**src/rtl/collision_engine.sv**
```systemverilog
// rtl/collision_engine.sv - Pac-Man item and ghost collision resolver, one ghost per cycle
// Optional pass-through (tile swap) detection is enabled by defining COLLISION_SWAP_DETECT_EN.
module collision_engine #(
  parameter int NUM_GHOSTS = 4,
  parameter int COORD_W    = 6,
  parameter int STATE_W    = 4,
  parameter logic [STATE_W-1:0] ST_FRIGHT = STATE_W'(2),
  parameter logic [STATE_W-1:0] ST_EYES   = STATE_W'(3)
) (
  input  logic                          i_clk,
  input  logic                          i_rst,
  input  logic                          i_play,
  input  logic                          i_tick,
  input  logic [COORD_W-1:0]            i_pacman_x,
  input  logic [COORD_W-1:0]            i_pacman_y,
  input  logic [NUM_GHOSTS*COORD_W-1:0] i_ghost_x,
  input  logic [NUM_GHOSTS*COORD_W-1:0] i_ghost_y,
  input  logic [NUM_GHOSTS*STATE_W-1:0] i_ghost_state,
  output logic                          o_item_rd_en,
  output logic [COORD_W-1:0]            o_item_x,
  output logic [COORD_W-1:0]            o_item_y,
  input  logic [1:0]                    i_item_rd_data,
  output logic                          o_item_clr,
  output logic                          o_item_eaten,
  output logic [1:0]                    o_item_type,
  output logic [NUM_GHOSTS-1:0]         o_ghost_eaten,
  output logic [10:0]                   o_ghost_points,
  output logic                          o_pacman_eaten,
  output logic                          o_busy
);

  localparam logic [1:0] I_NONE      = 2'd0;
  localparam logic [1:0] I_DOT       = 2'd1;
  localparam logic [1:0] I_ENERGIZER = 2'd2;
  localparam int IDX_W = (NUM_GHOSTS > 1) ? $clog2(NUM_GHOSTS) : 1;
  localparam logic [IDX_W-1:0] LAST_IDX = IDX_W'(NUM_GHOSTS - 1);

  typedef enum logic [2:0] {S_IDLE, S_READ, S_ITEM, S_GHOST, S_DEAD} state_t;

  state_t             state;
  logic [IDX_W-1:0]   idx;
  logic [1:0]         combo;
  logic [COORD_W-1:0] px, py;
  logic [COORD_W-1:0] gx [NUM_GHOSTS];
  logic [COORD_W-1:0] gy [NUM_GHOSTS];
  logic [STATE_W-1:0] gst [NUM_GHOSTS];

  logic               accept;
  logic [COORD_W-1:0] cur_gx, cur_gy;
  logic [STATE_W-1:0] cur_st;
  logic               same_tile, swap_hit, hit;

  assign accept    = (state == S_IDLE) && i_tick && i_play;
  assign cur_gx    = gx[idx];
  assign cur_gy    = gy[idx];
  assign cur_st    = gst[idx];
  assign same_tile = (cur_gx == px) && (cur_gy == py);
  assign hit       = same_tile || swap_hit;
  assign o_item_x  = px;
  assign o_item_y  = py;
  assign o_busy    = (state != S_IDLE);

`ifdef COLLISION_SWAP_DETECT_EN
  // Previous tiles shift in on every accepted tick; swap_en marks that they hold a real tile.
  logic [COORD_W-1:0] ppx, ppy;
  logic [COORD_W-1:0] gpx [NUM_GHOSTS];
  logic [COORD_W-1:0] gpy [NUM_GHOSTS];
  logic               prev_valid, swap_en;

  assign swap_hit = swap_en && (cur_gx == ppx) && (cur_gy == ppy) &&
                    (gpx[idx] == px) && (gpy[idx] == py);

  always_ff @(posedge i_clk) begin
    if (i_rst) begin
      prev_valid <= 1'b0;
      swap_en    <= 1'b0;
      ppx        <= '0;
      ppy        <= '0;
      for (int k = 0; k < NUM_GHOSTS; k++) begin
        gpx[k] <= '0;
        gpy[k] <= '0;
      end
    end else if (accept) begin
      swap_en    <= prev_valid;
      prev_valid <= 1'b1;
      ppx        <= px;
      ppy        <= py;
      for (int k = 0; k < NUM_GHOSTS; k++) begin
        gpx[k] <= gx[k];
        gpy[k] <= gy[k];
      end
    end
  end
`else
  assign swap_hit = 1'b0;
`endif

  always_ff @(posedge i_clk) begin
    if (i_rst) begin
      state          <= S_IDLE;
      idx            <= '0;
      combo          <= '0;
      px             <= '0;
      py             <= '0;
      o_item_rd_en   <= 1'b0;
      o_item_clr     <= 1'b0;
      o_item_eaten   <= 1'b0;
      o_item_type    <= I_NONE;
      o_ghost_eaten  <= '0;
      o_ghost_points <= '0;
      o_pacman_eaten <= 1'b0;
      for (int k = 0; k < NUM_GHOSTS; k++) begin
        gx[k]  <= '0;
        gy[k]  <= '0;
        gst[k] <= '0;
      end
    end else begin
      o_item_rd_en   <= 1'b0;
      o_item_clr     <= 1'b0;
      o_item_eaten   <= 1'b0;
      o_item_type    <= I_NONE;
      o_ghost_eaten  <= '0;
      o_ghost_points <= '0;
      case (state)
        S_IDLE: begin
          if (accept) begin
            px <= i_pacman_x;
            py <= i_pacman_y;
            for (int k = 0; k < NUM_GHOSTS; k++) begin
              gx[k]  <= i_ghost_x[k*COORD_W +: COORD_W];
              gy[k]  <= i_ghost_y[k*COORD_W +: COORD_W];
              gst[k] <= i_ghost_state[k*STATE_W +: STATE_W];
            end
            o_item_rd_en <= 1'b1;
            state        <= S_READ;
          end
        end
        S_READ: begin
          state <= i_play ? S_ITEM : S_IDLE;
        end
        S_ITEM: begin
          if (!i_play) begin
            state <= S_IDLE;
          end else begin
            if (i_item_rd_data == I_DOT || i_item_rd_data == I_ENERGIZER) begin
              o_item_eaten <= 1'b1;
              o_item_clr   <= 1'b1;
              o_item_type  <= i_item_rd_data;
            end
            if (i_item_rd_data == I_ENERGIZER) combo <= '0;
            idx   <= '0;
            state <= S_GHOST;
          end
        end
        S_GHOST: begin
          if (!i_play) begin
            state <= S_IDLE;
          end else if (hit && cur_st != ST_FRIGHT && cur_st != ST_EYES) begin
            o_pacman_eaten <= 1'b1;
            state          <= S_DEAD;
          end else begin
            if (hit && cur_st == ST_FRIGHT) begin
              o_ghost_eaten[idx] <= 1'b1;
              o_ghost_points     <= 11'd200 << combo;
              if (combo != 2'd3) combo <= combo + 2'd1;
            end
            if (idx == LAST_IDX) state <= S_IDLE;
            else                 idx   <= idx + 1'b1;
          end
        end
        S_DEAD: begin
          if (!i_play) begin
            o_pacman_eaten <= 1'b0;
            state          <= S_IDLE;
          end
        end
        default: state <= S_IDLE;
      endcase
    end
  end

endmodule

```
**config.mk**
```make
export PLATFORM = sky130hd
export DESIGN_NAME = collision_engine
export DESIGN_NICKNAME = d
export VERILOG_FILES = /design/src/rtl/collision_engine.sv
export SDC_FILE = /design/constraint.sdc
export NUM_CORES = 1
export LEC_CHECK = 0
export CAP_MARGIN = 20
export CORE_ASPECT_RATIO = 1.75
export CORE_MARGIN = 1
export CORE_UTILIZATION = 30
export CTS_CLUSTER_SIZE = 10
export DETAILED_ROUTE_END_ITERATION = 10
export GPL_ROUTABILITY_DRIVEN = 0
export MAX_ROUTING_LAYER = met4
export SYNTH_ARGS = -nofsm -noshare
export SYNTH_HDL_FRONTEND = slang
export SYNTH_SLANG_ARGS = --single-unit
```
**constraint.sdc**
```tcl
create_clock -name i_clk -period 4.1 [get_ports i_clk]
set_input_delay 0.41 -clock i_clk [delete_from_list [all_inputs] [get_ports i_clk]]
set_output_delay 0.41 -clock i_clk [all_outputs]
set_load 0.05 [all_outputs]
```
==> out/metrics.cfg <==
[synth]
yosys_warnings=0
postSynth.asyncResetShare_pct=0
synth_edf_count=64
syn_inst=351
synth.largest_area_cell=edfxtp_1
ys.flop_type=edfxtp_1
synth.top_cells.by_area=edfxtp_1 (44%), dfxtp_1 (17%), and2_1 (9.4%), mux4_2 (6.7%), nand2_1 (2.8%)
syn_area_mm2=0.00439
ys_seq_elements=102
ys_seq_area_share_pct=61.1
syn_avg_cell_area_um2=12.5
yosysTopAreaCellShare_pct=43.8
synth_cell_types=42

[worst_hold_path]
hold_class=reg2reg

[clocking]
cts_max_level=3
numCtsBuffers=9
cts_setup_buffers=0
worstSkewPairLatency_ps=350
cts_resized=0
postCtsHoldBufs=0
tritoncts=yes
clk_path_buf_depth=2
clock-sinks=102
clkTransAtPathRegs_ps=60
cts_root_buf=clkbuf_16

[run]
cap_viol_max_count=0

[global_route]
grt_pass1_vias=3030
grt_first_pass_wirelength_mm=15.1
grt_usage_pct=14.2
grt-ovfl-total=0
grt_max_degree=66
antenna_found_initial=0

[setup_path]
worstSetupPathType=reg2reg
startpoint_type=flop
cp_max_fo=15
critPathArrivalTime_ps=2820
cp-end-kind=flop
cp.required_ps=4350

[timing]
finalWorstSetupSlack_ps=1530
hold_viol=0
max_freq_ghz=0.389
min_period_ps=2570
setup_tns_ps=0
worst_clock_skew_ps=7.88
hold_slack_ps=482
rsz0062_at_grt=no
fin_crit_sh_pct=62.7
slew_viol_final=0
setup_viol_count_final=0
relSlewSlack_pct=33.0
worst_slew_pin_slew_ps=1000

[route]
post-route-drc-count=0
drtIter0Drc=65
vias_per_cell=4.52
finalWirelength_mm=9.71
wire_per_inst_um=15.1
vias=2899
ant_nets=0
dr.pass1.iters=4

[power]
seq_power_share_pct=50.7
p_per_area_mw_per_mm2=387
switching_share_pct=21.9
power_switching_mw=0.509
p_clk_share_pct=38.2
ir_drop_v=0.000218
pwr-share-comb_pct=11.2
p_leak_nw=2.14
internal-power_mw=1.82

[die]
rows=58
initial_core_util_pct=30.7
ioPinCount=116
core_mm2=0.0143
die-width_um=93.4
die_h_um=162
design.die.area_mm2=0.0151

[layout]
layout.nets=545
antenna_cells=0
layout_common_cells=clkdlybuf4s50_1 (112), and2_1 (66), edfxtp_1 (64)
final_layout_size_suffix_gt1_share_pct=9.09
final_common_cell=clkdlybuf4s50_1
area_delta_synth_final_pct=36.7
stdcell_area_mm2=0.00600
fillerInstances=1343

[place]
hpwl_mm=7.36
postPlaceCellArea_mm2=0.00566
pre_cts_ws_ps=1040
port_buffers=112

[run_status]
status=finished, final reports clean

-- worst paths after layout --
kind,slack (ps),cells after the start,end,start
max,1530,5,o_ghost_points[3]$_SDFF_PP0_,flop
min,480,2,o_pacman_eaten$_SDFFE_PP0P_,o_pacman_eaten$_SDFFE_PP0P_
min reg2reg,480,2,o_pacman_eaten$_SDFFE_PP0P_,o_pacman_eaten$_SDFFE_PP0P_
max reg2reg,1530,5,o_ghost_points[3]$_SDFF_PP0_,flop
-- power groups by stage --
stage	clock network [mW]	registers (mW)	logic, mW
after CTS	0.911	1.18	0.264
after floorplan	0	1.21	0.119
after global placement	0	1.20	0.260
after detailed placement	0	1.20	0.263
final	0.887	1.18	0.260
after global routing	0.955	1.18	0.281
-- per-layer routing --
| layer | global-route usage [%] | share of wire (%) | vias up |
|---|---|---|---|
| li1 | - | - | 1430 |
| met1 | 13.5 | 34 | 1354 |
| met2 | 25.7 | 58 | 94 |
| met3 | 3.14 | 4.2 | 21 |
| met4 | 8.18 | 3.6 | 0 |
| met5 | - | 0 | - |
-- critical path, stage by stage (launching register included) --
cell and delay (ps):
dfxtp_1 760, mux4_2 420, xor2_1 180, nor4_4 430
nand4_1 420, nor3_1 260
-- flip-flops by register name, indices dropped and copies added, names as in the netlist, named ones only --
name            count
gx                 24
o_item_type         2
o_ghost_eaten       4
gst                16
o_pacman_eaten      1
state               3
o_item_eaten        1
combo               2
gy                 24
idx                 2
o_ghost_points      8
o_item_y            6
o_item_x            6
o_item_rd_en        1
-- stage by stage --
step,util (%),total power [mW],std cells
final,42.0,2.32,642
after global routing,42.0,2.42,642
after CTS,41.8,2.35,641
after detailed placement,39.6,1.46,625
after global placement,39.6,1.46,625
after floorplan,-,1.33,353
-- area by class of cell --
type / count / area (um^2) / area share (%)
well taps: 180 / 225 / 3.75
clock inverters: 7 / 88.8 / 1.48
multi-input cells: 218 / 1570 / 26.2
flip-flops and latches: 102 / 2680 / 44.7
clock buffers: 9 / 225 / 3.75
inverters: 10 / 37.5 / 0.625
repair buffers: 116 / 1170 / 19.5
-- cell usage after synthesis (6+ instances only) --
| cell type | instances |
|---|---|
| clkbuf_1 | 14 |
| ha_1 | 6 |
| edfxtp_1 | 64 |
| nand2_1 | 33 |
| nor2_1 | 20 |
| and2_1 | 66 |
| xnor2_1 | 9 |
| a21oi_1 | 17 |
| dfxtp_1 | 38 |
| inv_1 | 10 |
| mux4_2 | 13 |
-- cells by family (layout without fill, tap and decap cells) --
kind of cell	after synthesis	in the layout	synth area share, %
buf+inv	33	142	3.59
simple gates	150	150	19.1
fa+ha+maj	6	6	1.71
xor+xnor	13	13	2.59
flops	102	102	61.1
mux	15	15	7.16
other cells	1	3	0.0854
compound gates	31	31	4.62
Power figures use the tool's default switching activity.
